## src/rtl/alu_driver.sv

```systemverilog
// Sequences one request at a time into a combinational ALU: registers the operands,
// lets the ALU settle, captures the result and holds it until the consumer takes it.
module alu_driver #(
  parameter int unsigned WORD_SIZE = 16,
  parameter logic [3:0]  IDLE_FUNC = 4'hF
) (
  input  logic                 clk,
  input  logic                 reset_n,
  input  logic                 req_valid,
  output logic                 req_ready,
  input  logic [3:0]           req_func,
  input  logic [WORD_SIZE-1:0] req_op1,
  input  logic [WORD_SIZE-1:0] req_op2,
  output logic [3:0]           alu_func,
  output logic [WORD_SIZE-1:0] alu_op1,
  output logic [WORD_SIZE-1:0] alu_op2,
  input  logic [WORD_SIZE-1:0] alu_a_result,
  input  logic                 alu_b_result,
  output logic                 rsp_valid,
  input  logic                 rsp_ready,
  output logic [3:0]           rsp_func,
  output logic [WORD_SIZE-1:0] rsp_a,
  output logic                 rsp_b,
  output logic [15:0]          op_count
);

  // Branch function codes, matching the opcodes.v encoding.
  localparam logic [3:0] FUNC_BEQ = 4'h8;
  localparam logic [3:0] FUNC_BNE = 4'h9;
  localparam logic [3:0] FUNC_BGZ = 4'hA;
  localparam logic [3:0] FUNC_BLZ = 4'hB;

  localparam logic [1:0] S_IDLE   = 2'd0;
  localparam logic [1:0] S_ISSUE  = 2'd1;
  localparam logic [1:0] S_SETTLE = 2'd2;
  localparam logic [1:0] S_RESP   = 2'd3;

  logic [1:0]           state_q,     state_d;
  logic [3:0]           alu_func_q,  alu_func_d;
  logic [WORD_SIZE-1:0] alu_op1_q,   alu_op1_d;
  logic [WORD_SIZE-1:0] alu_op2_q,   alu_op2_d;
  logic                 rsp_valid_q, rsp_valid_d;
  logic [3:0]           rsp_func_q,  rsp_func_d;
  logic [WORD_SIZE-1:0] rsp_a_q,     rsp_a_d;
  logic                 rsp_b_q,     rsp_b_d;
  logic [15:0]          op_count_q,  op_count_d;
  logic                 is_branch;

  assign is_branch = (alu_func_q == FUNC_BEQ) || (alu_func_q == FUNC_BNE) ||
                     (alu_func_q == FUNC_BGZ) || (alu_func_q == FUNC_BLZ);

  always_comb begin
    state_d     = state_q;
    alu_func_d  = alu_func_q;
    alu_op1_d   = alu_op1_q;
    alu_op2_d   = alu_op2_q;
    rsp_valid_d = rsp_valid_q;
    rsp_func_d  = rsp_func_q;
    rsp_a_d     = rsp_a_q;
    rsp_b_d     = rsp_b_q;
    op_count_d  = op_count_q;
    case (state_q)
      S_IDLE: begin
        if (req_valid) begin
          alu_func_d = req_func;
          alu_op1_d  = req_op1;
          alu_op2_d  = req_op2;
          state_d    = S_ISSUE;
        end
      end
      S_ISSUE: state_d = S_SETTLE;
      S_SETTLE: begin
        rsp_func_d  = alu_func_q;
        rsp_valid_d = 1'b1;
        if (is_branch) begin
          rsp_a_d = '0;
          rsp_b_d = alu_b_result;
        end else begin
          rsp_a_d = alu_a_result;
          rsp_b_d = 1'b0;
        end
        state_d = S_RESP;
      end
      S_RESP: begin
        // IDLE_FUNC is restored on the consume edge so the next issue always changes alu_func.
        if (rsp_ready) begin
          rsp_valid_d = 1'b0;
          alu_func_d  = IDLE_FUNC;
          op_count_d  = op_count_q + 16'd1;
          state_d     = S_IDLE;
        end
      end
      default: state_d = S_IDLE;
    endcase
  end

  always_ff @(posedge clk or negedge reset_n) begin
    if (!reset_n) begin
      state_q     <= S_IDLE;
      alu_func_q  <= IDLE_FUNC;
      alu_op1_q   <= '0;
      alu_op2_q   <= '0;
      rsp_valid_q <= 1'b0;
      rsp_func_q  <= '0;
      rsp_a_q     <= '0;
      rsp_b_q     <= 1'b0;
      op_count_q  <= '0;
    end else begin
      state_q     <= state_d;
      alu_func_q  <= alu_func_d;
      alu_op1_q   <= alu_op1_d;
      alu_op2_q   <= alu_op2_d;
      rsp_valid_q <= rsp_valid_d;
      rsp_func_q  <= rsp_func_d;
      rsp_a_q     <= rsp_a_d;
      rsp_b_q     <= rsp_b_d;
      op_count_q  <= op_count_d;
    end
  end

  assign req_ready = (state_q == S_IDLE);
  assign alu_func  = alu_func_q;
  assign alu_op1   = alu_op1_q;
  assign alu_op2   = alu_op2_q;
  assign rsp_valid = rsp_valid_q;
  assign rsp_func  = rsp_func_q;
  assign rsp_a     = rsp_a_q;
  assign rsp_b     = rsp_b_q;
  assign op_count  = op_count_q;

endmodule
```

## config.mk

```make
export PLATFORM = sky130hd
export DESIGN_NAME = alu_driver
export DESIGN_NICKNAME = d
export VERILOG_FILES = /design/src/rtl/alu_driver.sv
export SDC_FILE = /design/constraint.sdc
export NUM_CORES = 1
export LEC_CHECK = 0
export CORE_MARGIN = 2
export CORE_UTILIZATION = 42
export CTS_BUF_LIST = sky130_fd_sc_hd__clkbuf_16
export CTS_CLUSTER_SIZE = 30
export DETAILED_ROUTE_END_ITERATION = 6
export GPL_TIMING_DRIVEN = 1
export PLACE_DENSITY = 0.8
export SLEW_MARGIN = 40
export SYNTH_ARGS = -nofsm -noshare
export SYNTH_HDL_FRONTEND = slang
export SYNTH_SLANG_ARGS = --single-unit
```

## constraint.sdc

```tcl
create_clock -name clk -period 2.35 [get_ports clk]
set_clock_uncertainty 0.2 [all_clocks]
set_input_delay 0.47 -clock clk [delete_from_list [all_inputs] [get_ports clk]]
set_output_delay 0.47 -clock clk [all_outputs]
set_load 0.01 [all_outputs]
```

==> metrics <==
met2 usage 0.297; DIE HEIGHT 90.0 um; relative slew slack 0.629; final hold viol count 0; met3 Track Usage GR 0.0369; antenna viol nets, final 0; core area 0.00721 mm^2; met1 Resource Use GR 0.239; Hold Path Cell Cnt 1; post-synthesis sequential area ratio 0.614; peak supply drop 0.710 mV; hold crit path type reg2reg; critical path type reg2out; TNS Setup 0 ps; outcome complete, no violations; detailed-route wire length 7130 um; Final WS setup 115 ps; TritonCTS Buffers 9; Die Span X 90.0 um; fin nets 451; initial antenna violation count 0; #FFs+latches synth 76; Pwr Density 1230 mW/mm^2; maximum fanout along the worst path 4; syn_nets 310; commonest cells after routing, fill and taps aside 130 x clkdlybuf4s50_1, 72 x dfrtp_1, 32 x mux2_2; first-pass GRT wire length about 12000 um; Post-Synth Adder-Cell Area 0.0201; H-tree Lvls 3; drt pass-1 iters 4; non-filler instance count after layout 493; commonest non-fill, non-tap cell in the layout clkdlybuf4s50_1; total number of vias roughly 2300; reg2reg path depth 6; post-placement cell count 476; largest net degree at the start of global routing 36; MaxCap Viol Count 0; # setup viols final 0; CTS tree built; Cells after Synth 248; compound-gate portion of the synthesized area 0.0508; Tmin final 2240 ps; combinational family with the most area after synthesis multiplexers; number of setup buffers added after CTS 0; crit share post-route 0.951; number of global-route vias before repair 2401; Ports between 100 and 150; Iteration-0 DRC Markers just over 80; clk sinks 76; Rows 31; Critical Path Start Type flip-flop; synth warn 0; busiest grt layer met2; measured slew at the worst slew-check pin 556 ps; Leak 2.11 nW; DR WL/cell 14.5 um; DRC viols 0; ANT cells 0; layout cells sized above 1 0.168; worst slack, placed ~280 ps; via-per-instance ratio 4.75; total die area 0.00810 mm^2; Arrival @ worst endpoint ~1600 ps; GRT Total Usage 0.181; CP endpoint kind output pin; Buffers on Ports 131; Synth cell types 29; CTS resizes 0; fin. max-slew vios 0; Max Clock Freq 447 MHz; Clk pin slew, worst setup/hold paths 60 ps; Fillers 568; Area Overhead vs Synth 57.0%; Syn Area/Cell 12.5 um^2; Root Driver clkbuf_16; grt ovf 0; gp weighted congestion between 0.7 and 0.8; mux cell area share after synthesis 0.134; starting density of the core 0.430; CP Data Required Time ~1700 ps; Worst-Skew Late Latency 320 ps; Mapped Area between 0.003 and 0.004 mm^2; Post-Synth Simple-Gate Area 0.101; Post-Synth XOR/XNOR Area 0.0423; Clock Path Buffers 2; unrepaired setup endpoints after global routing false; HPWL after detailed placement 5260 um
==> state kept, by name (all words and copies together) (netlist names) <==
register   flops
alu_op2       16
op_count      16
rsp_func       4
rsp_valid      1
alu_op1       16
rsp_b          1
alu_func       4
state_q        2
rsp_a         16
==> per-layer routing <==
metal | up-vias | wire length, um
li1 | 1110 | -
met1 | 1145 | 3130
met2 | 77 | 3550
met3 | 10 | 349
met4 | 0 | 103
met5 | - | 0
==> final timing paths <==
check | slack (ps) | start | to
worst max-delay path | 110 | state_q[0] | req_ready
worst min-delay path | 260 | op_count[15] | op_count[15]
min in group asynchronous | 390 | reset_n | rsp_a[11]
worst min register to register | 260 | op_count[15] | op_count[15]
worst max register to register | 500 | state_q[0] | alu_op2[6]
max in group asynchronous | 910 | reset_n | alu_func[2]
==> synthesized netlist by cell type <==
cell type / number / area (um^2)
and2_1: 1 / 6.26
o21ai_1: 4 / 20.0
nor2b_1: 1 / 6.26
dfrtp_1: 72 / 1800
and4_1: 1 / 8.76
o22ai_1: 6 / 37.5
nand4_1: 3 / 18.8
xnor2_1: 10 / 87.6
inv_1: 21 / 78.8
and4_4: 1 / 11.3
ha_1: 5 / 62.6
mux2_2: 32 / 360
o21ai_0: 15 / 75.1
nand4_4: 1 / 21.3
clkbuf_1: 2 / 7.51
mux2_1: 5 / 56.3
nand2_1: 26 / 97.6
nand3_2: 1 / 10.0
nor3_2: 3 / 30.0
nand3_1: 3 / 15.0
and3_1: 1 / 6.26
a21oi_1: 5 / 25.0
buf_2: 6 / 30.0
nand2_4: 1 / 11.3
dfstp_2: 4 / 105
xor2_1: 5 / 43.8
nor4_4: 1 / 21.3
nand2b_1: 2 / 12.5
nor2_1: 10 / 37.5
==> critical path, cell delays in order (launching register included) <==
cell and delay (ps):
dfrtp_1 380, inv_1 130, ha_1 200, clkdlybuf4s50_1 540
==> report_power, final <==
part	switching, mW	internal [mW]	leakage, nW	total [mW]
combinational	1.02	1.47	1.05	2.49
clock	0.514	0.815	0.135	1.33
sequential	0.299	1.86	0.925	2.16
==> final cells by class <==
class | count | area (um^2) | share of cell area
Sequential cell | 76 | 1910 | 0.391
Timing Repair Buffer | 138 | 1390 | 0.285
Multi-Input combinational cell | 143 | 1080 | 0.222
Clock buffer | 9 | 225 | 0.0462
Tap cell | 99 | 124 | 0.0254
Inverter | 21 | 78.8 | 0.0162
Clock inverter | 7 | 68.8 | 0.0141
==> what timing repair did <==
action / CTS / global route
hold endpoints to repair: 18 / 0
endpoints found under the setup margin: 0 / 0
hold buffers: 1 / 0
==> logic make-up (layout without fill, tap and decap cells) <==
group	Yosys count	after routing
AO/OA/AOI/OAI	30	30
XOR/XNOR	15	15
flip-flops	76	76
multiplexers	37	37
AND/OR/NAND/NOR	56	56
adder cells (fa/ha/maj)	5	5
buffers and inverters	29	175
==> per-stage QoR <==
stage	instance area, um^2	util	hold slack, ps	total power, mW
2_1_floorplan	3110	-	-25.6	3.29
3_3_place_gp	4570	0.634	181	4.62
3_5_place_dp	4570	0.634	190	4.70
5_1_grt	4870	0.676	278	6.33
6_report	4870	0.676	261	5.98
4_1_cts	4870	0.676	270	6.06
(Power assumes the default switching activity.)
==> RTL change 1 (same flow settings) <==
`WORD_SIZE`: 16 -> 32.
--- a/src/rtl/alu_driver.sv
+++ b/src/rtl/alu_driver.sv
@@ -1,7 +1,7 @@
 // Sequences one request at a time into a combinational ALU: registers the operands,
 // lets the ALU settle, captures the result and holds it until the consumer takes it.
 module alu_driver #(
-  parameter int unsigned WORD_SIZE = 16,
+  parameter int unsigned WORD_SIZE = 32,
   parameter logic [3:0]  IDLE_FUNC = 4'hF
 ) (
   input  logic                 clk,
Interface: changed (6 resized); port bits go from 132 to 228. The function was not compared with the original's and may differ.
==> RTL change 1 against the original RTL <==
First-iteration DRC count rose by 35%; sequential power is 69% higher; sequential cell count up 48; via count is 60% higher; critical path depth is 2 lower; hold slack gained 0.020 ns; combinational power up 70%; area after synthesis increased by 56%; design area up 62%; total power up 70%; register-to-register slack worse by 0.07 ns; worst setup slack improved by 0.042 ns; routed wire length rose by 75%; highest routed layer unchanged.
==> RTL change 1: results (changes against the original RTL) <==
[outcome]
status=finished clean

[setup_path]
cp_max_fo=5  ; +1
path_delay_family=flip-flops
slowest_stage=dfstp_2
crit_arrival_ns=1.52  ; -0.05 ns
critPathMaxStageDelay_ns=0.56  ; +0.02 ns

[route]
drt-initial-drc-count=109  ; +35%
via_per_inst=4.80  ; +1.1%
drt-wirelength-per-cell_microns=16.1  ; +11%

[synth]
synth_fp_nets=489  ; +58%
synth_commonest_cells=dfrtp_1 (120), mux2_1 (60), nand2_1 (38)
ys_types=26  ; -10%
yosysSeqAreaShare_pct=64.1  ; +2.7 points

[layout]
drive_above_1_share_pct=9.12  ; -7.6 points
fillers=818  ; +44%
nets=733  ; +63%

[place]
gp_congestion=0.787  ; +7.1%
io_buffers=227  ; +73%
hpwlAfterDp_microns=9300  ; +77%

[grt]
grt_pass1_vias=3868  ; +61%
grt_pass1_wl_microns=20000  ; +69%
grt_max_degree=47  ; +31%
grtUsageTotal_pct=20.5  ; +2.4 points

[clock_tree]
htreeDepth=4  ; +1
clk_latency_ns=0.40  ; +0.08 ns
numCtsBuffers=17  ; +8

[power_and_ir_drop]
p_leak_uw=0.00343  ; +62%
vdd_ir_drop_max_v=0.000728  ; +2.5%
p_sw_uw=3210  ; +75%

[sta]
relSlewSlack_pct=66.0  ; +3.1 points

[RTL change 1: stage by stage]
stage	hold WS, ns	area (sq um)	worst slack (ns)	std cells
floorplan	-0.0256	4850	0.536	379
global placement	0.264	7360	0.255	746
detailed placement	0.276	7360	0.221	746
CTS	0.286	7900	0.0104	779
global route	0.297	7910	0.0991	779
finish	0.281	7910	0.157	779
[RTL change 1: kinds of logic (layout without fill, tap and decap cells)]
family / count (synthesis) / in the layout / share of synthesized area (%)
adder cells (fa/ha/maj): 5 / 5 / 1.29
AO/OA/AOI/OAI: 46 / 46 / 4.90
multiplexers: 69 / 69 / 16.0
AND/OR/NAND/NOR: 68 / 68 / 6.73
flip-flops: 124 / 124 / 64.1
XOR/XNOR: 15 / 15 / 2.71
buffers and inverters: 52 / 309 / 4.28
[RTL change 1: path summary, 6_finish.rpt]
path / start / end / slack [ns] / cells after the start
worst max-delay path: alu_func[3]$_DFFE_PN1P_ / alu_func[3] / 0.16 / 1
worst min-delay path: op_count[15]$_DFFE_PN0P_ / op_count[15]$_DFFE_PN0P_ / 0.28 / 1
worst max register to register: state_q[1]$_DFFE_PN0P_ / alu_op2[19]$_DFFE_PN0P_ / 0.43 / 6
worst min register to register: op_count[15]$_DFFE_PN0P_ / op_count[15]$_DFFE_PN0P_ / 0.28 / 1
max in group asynchronous: reset_n / alu_op2[19]$_DFFE_PN0P_ / 0.95 / 3
min in group asynchronous: reset_n / alu_op2[29]$_DFFE_PN0P_ / 0.39 / 2
[RTL change 1: timing repair]
item,CTS,global route
hold buffers,1,0
endpoints found under the hold margin,31,0
gates resized for setup,0,1
setup buffers,0,0
endpoints found under the setup margin,0,1
[RTL change 1: power groups by stage]
stage	logic [uW]	clock network [uW]	registers [uW]
global placement	4160	0	3610
CTS	4310	2370	3650
detailed placement	4280	0	3680
finish	4230	2310	3640
floorplan	1330	0	4060
global route	4540	2470	3760
[RTL change 1: final cells by class]
class	instances	area, sq um	area share, %
multi-input combinational	203	1540	19.4
timing repair buffer	240	2410	30.5
tap	143	179	2.26
inverter	37	139	1.76
clock buffer	17	425	5.38
clock inverter	15	110	1.39
sequential	124	3110	39.3
[RTL change 1: layer usage]
| metal | global-route usage (%) | routed length (microns) | vias to the layer above |
|---|---|---|---|
| met2 | 35.6 | 6420 | 157 |
| met3 | 7.68 | 928 | 19 |
| met4 | 7.65 | 244 | 0 |
| li1 | - | - | 1751 |
| met5 | 0 | 0 | - |
| met1 | 23.2 | 4910 | 1816 |
==> RTL change 2 (same flow settings) <==
Made on the original files. `alu_op2_q` no longer has a reset.
--- a/src/rtl/alu_driver.sv
+++ b/src/rtl/alu_driver.sv
@@ -99,7 +99,6 @@
       state_q     <= S_IDLE;
       alu_func_q  <= IDLE_FUNC;
       alu_op1_q   <= '0;
-      alu_op2_q   <= '0;
       rsp_valid_q <= 1'b0;
       rsp_func_q  <= '0;
       rsp_a_q     <= '0;
@@ -109,13 +108,16 @@
       state_q     <= state_d;
       alu_func_q  <= alu_func_d;
       alu_op1_q   <= alu_op1_d;
-      alu_op2_q   <= alu_op2_d;
       rsp_valid_q <= rsp_valid_d;
       rsp_func_q  <= rsp_func_d;
       rsp_a_q     <= rsp_a_d;
       rsp_b_q     <= rsp_b_d;
       op_count_q  <= op_count_d;
     end
+  end
+
+  always_ff @(posedge clk) begin
+    alu_op2_q <= alu_op2_d;
   end
 
   assign req_ready = (state_q == S_IDLE);
Function: changed (a bounded check fails within 4 cycles, from zero or initial values and one cycle with reset_n low).
==> RTL change 2 against the original RTL <==
Design area decreased by 1.3%; non-clock buffer count increased by 2; area after synthesis decreased by 3.9%; total power decreased by 4.0%; routed wire length increased by 2.6%; worst setup slack got worse by 0.0057 ns; first-iteration DRC count increased by 8.6%; sequential cell count unchanged; count of clock-buffer cells in the layout unchanged; sequential power decreased by 3%.
==> RTL change 2: results (changes against the original RTL) <==
[outcome]
status=finished clean

[route]
drt-initial-drc-count=88  ; +8.6%
via_per_inst=4.67  ; -1.6%
dr.pass1.iters=4  ; unchanged
routed_wl_microns=7320  ; +2.6%

[place]
gp_congestion=0.832  ; +13%
dp_cells=462  ; -2.9%
hpwlAfterDp_microns=5510  ; +4.8%
postPlaceCellArea_sq_um=4460  ; -2.5%
dp_slack_ns=0.0752  ; -0.203 ns
io_buffers=131  ; unchanged

[sta]
worstMarginPinSlew_ns=0.564  ; +0.00813 ns
slew_violations=0  ; unchanged

[clock_tree]
clk_latency_ns=0.32  ; about the same
root_buffer=clkbuf_16
max-clock-path-buffers=2  ; unchanged
cts_setup_buffers=0  ; unchanged
clkTransAtPathRegs_ns=0.06  ; about the same
htreeDepth=3  ; unchanged
numCtsBuffers=9  ; unchanged

[setup_path]
critPathMaxStageDelay_ns=0.55
slowest_stage=clkdlybuf4s50_1
ff2ff_path_depth=5  ; -1
cp_max_fo=4  ; unchanged
path_delay_family=buffers and inverters

[hold_path]
whs_path_depth=1  ; unchanged
hold_path.class=flip-flop to flip-flop

[layout]
antennaDiodeCount=0  ; unchanged
drive_above_1_share_pct=14.1  ; -2.7 points
fin_cells=479  ; -2.8%
nets=440  ; -2.4%

[synth]
muxShareOfSynthArea_pct=7.92  ; -5.5 points
yosysSeqAreaShare_pct=66.6  ; +5.2 points
synth_compound_area_share_pct=5.28  ; +0.20 points
synth-adder-area-share_pct=2.10  ; +0.081 points
synth_edf_count=16  ; +16
synth_commonest_cells=dfrtp_1 (56), nand2_1 (28), inv_1 (23)
synth_cells=234  ; -5.6%
synth_area_leaders=dfrtp_1 (47%), edfxtp_1 (16%), mux2_2 (7.2%)
ys_warn_count=0  ; unchanged
synthArstFlopShare_pct=78.9  ; -21 points
synth_fp_nets=296  ; -4.5%
synth_xor_area_share_pct=4.65  ; +0.42 points
ys_types=31  ; +6.9%
synth_most_common_cell=dfrtp_1

[grt]
grt_max_degree=61  ; +69%
grt_pass1_wl_microns=11200  ; -4.9%
antenna_found_initial=0  ; unchanged
grtUsageTotal_pct=19.2  ; +1.1 points
grt_pass1_vias=2203  ; -8.2%

[power_and_ir_drop]
p_leak_uw=0.00203  ; -3.8%
vdd_ir_drop_max_v=0.000621  ; -12%

-- RTL change 2: metal layers --
metal	wire, microns	GRT usage [%]
met1	3020	25.3
met2	3770	31.9
met3	441	3.73
met4	88	7.02
met5	0	0
-- RTL change 2: timing repair --
item | CTS | global route
setup endpoints to repair | 0 | 0
resized for setup | 0 | 0
hold endpoints to repair | 56 | 0
hold buffers | 1 | 0
-- RTL change 2: worst paths after layout --
path / startpoint / slack (ns) / endpoint
max reg2reg: state_q[1]$_DFFE_PN0P_ / 0.35 / op_count[12]$_DFFE_PN0P_
min in group asynchronous: reset_n / 0.47 / op_count[11]$_DFFE_PN0P_
max: state_q[0]$_DFFE_PN0P_ / 0.11 / req_ready
max in group asynchronous: reset_n / 1.16 / alu_func[0]$_DFFE_PN1P_
min: alu_op1[13]$_DFFE_PN0P_ / 0.29 / alu_op1[13]$_DFFE_PN0P_
min reg2reg: alu_op1[13]$_DFFE_PN0P_ / 0.29 / alu_op1[13]$_DFFE_PN0P_
-- RTL change 2: per-stage QoR --
stage / hold slack, ns / power (uW) / util (%)
finish: 0.294 / 5740 / 70.5
global route: 0.316 / 6100 / 70.5
CTS: 0.299 / 5810 / 70.5
detailed placement: 0.285 / 4220 / 65.2
global placement: 0.275 / 4140 / 65.2
floorplan: -0.0256 / 3000 / -
-- RTL change 2: cell type report --
class | count | area (sq um)
Clock buffer | 9 | 225
Clock inverter | 7 | 123
Multi-Input combinational cell | 128 | 883
Tap cell | 96 | 120
Sequential cell | 76 | 1990
Timing Repair Buffer | 140 | 1390
Inverter | 23 | 86.3
Fill cell | 523 | 2020
-- RTL change 2: power by group --
| part | internal (uW) | switching (uW) |
|---|---|---|
| clock network | 1040 | 531 |
| logic | 1180 | 899 |
| registers | 1820 | 263 |
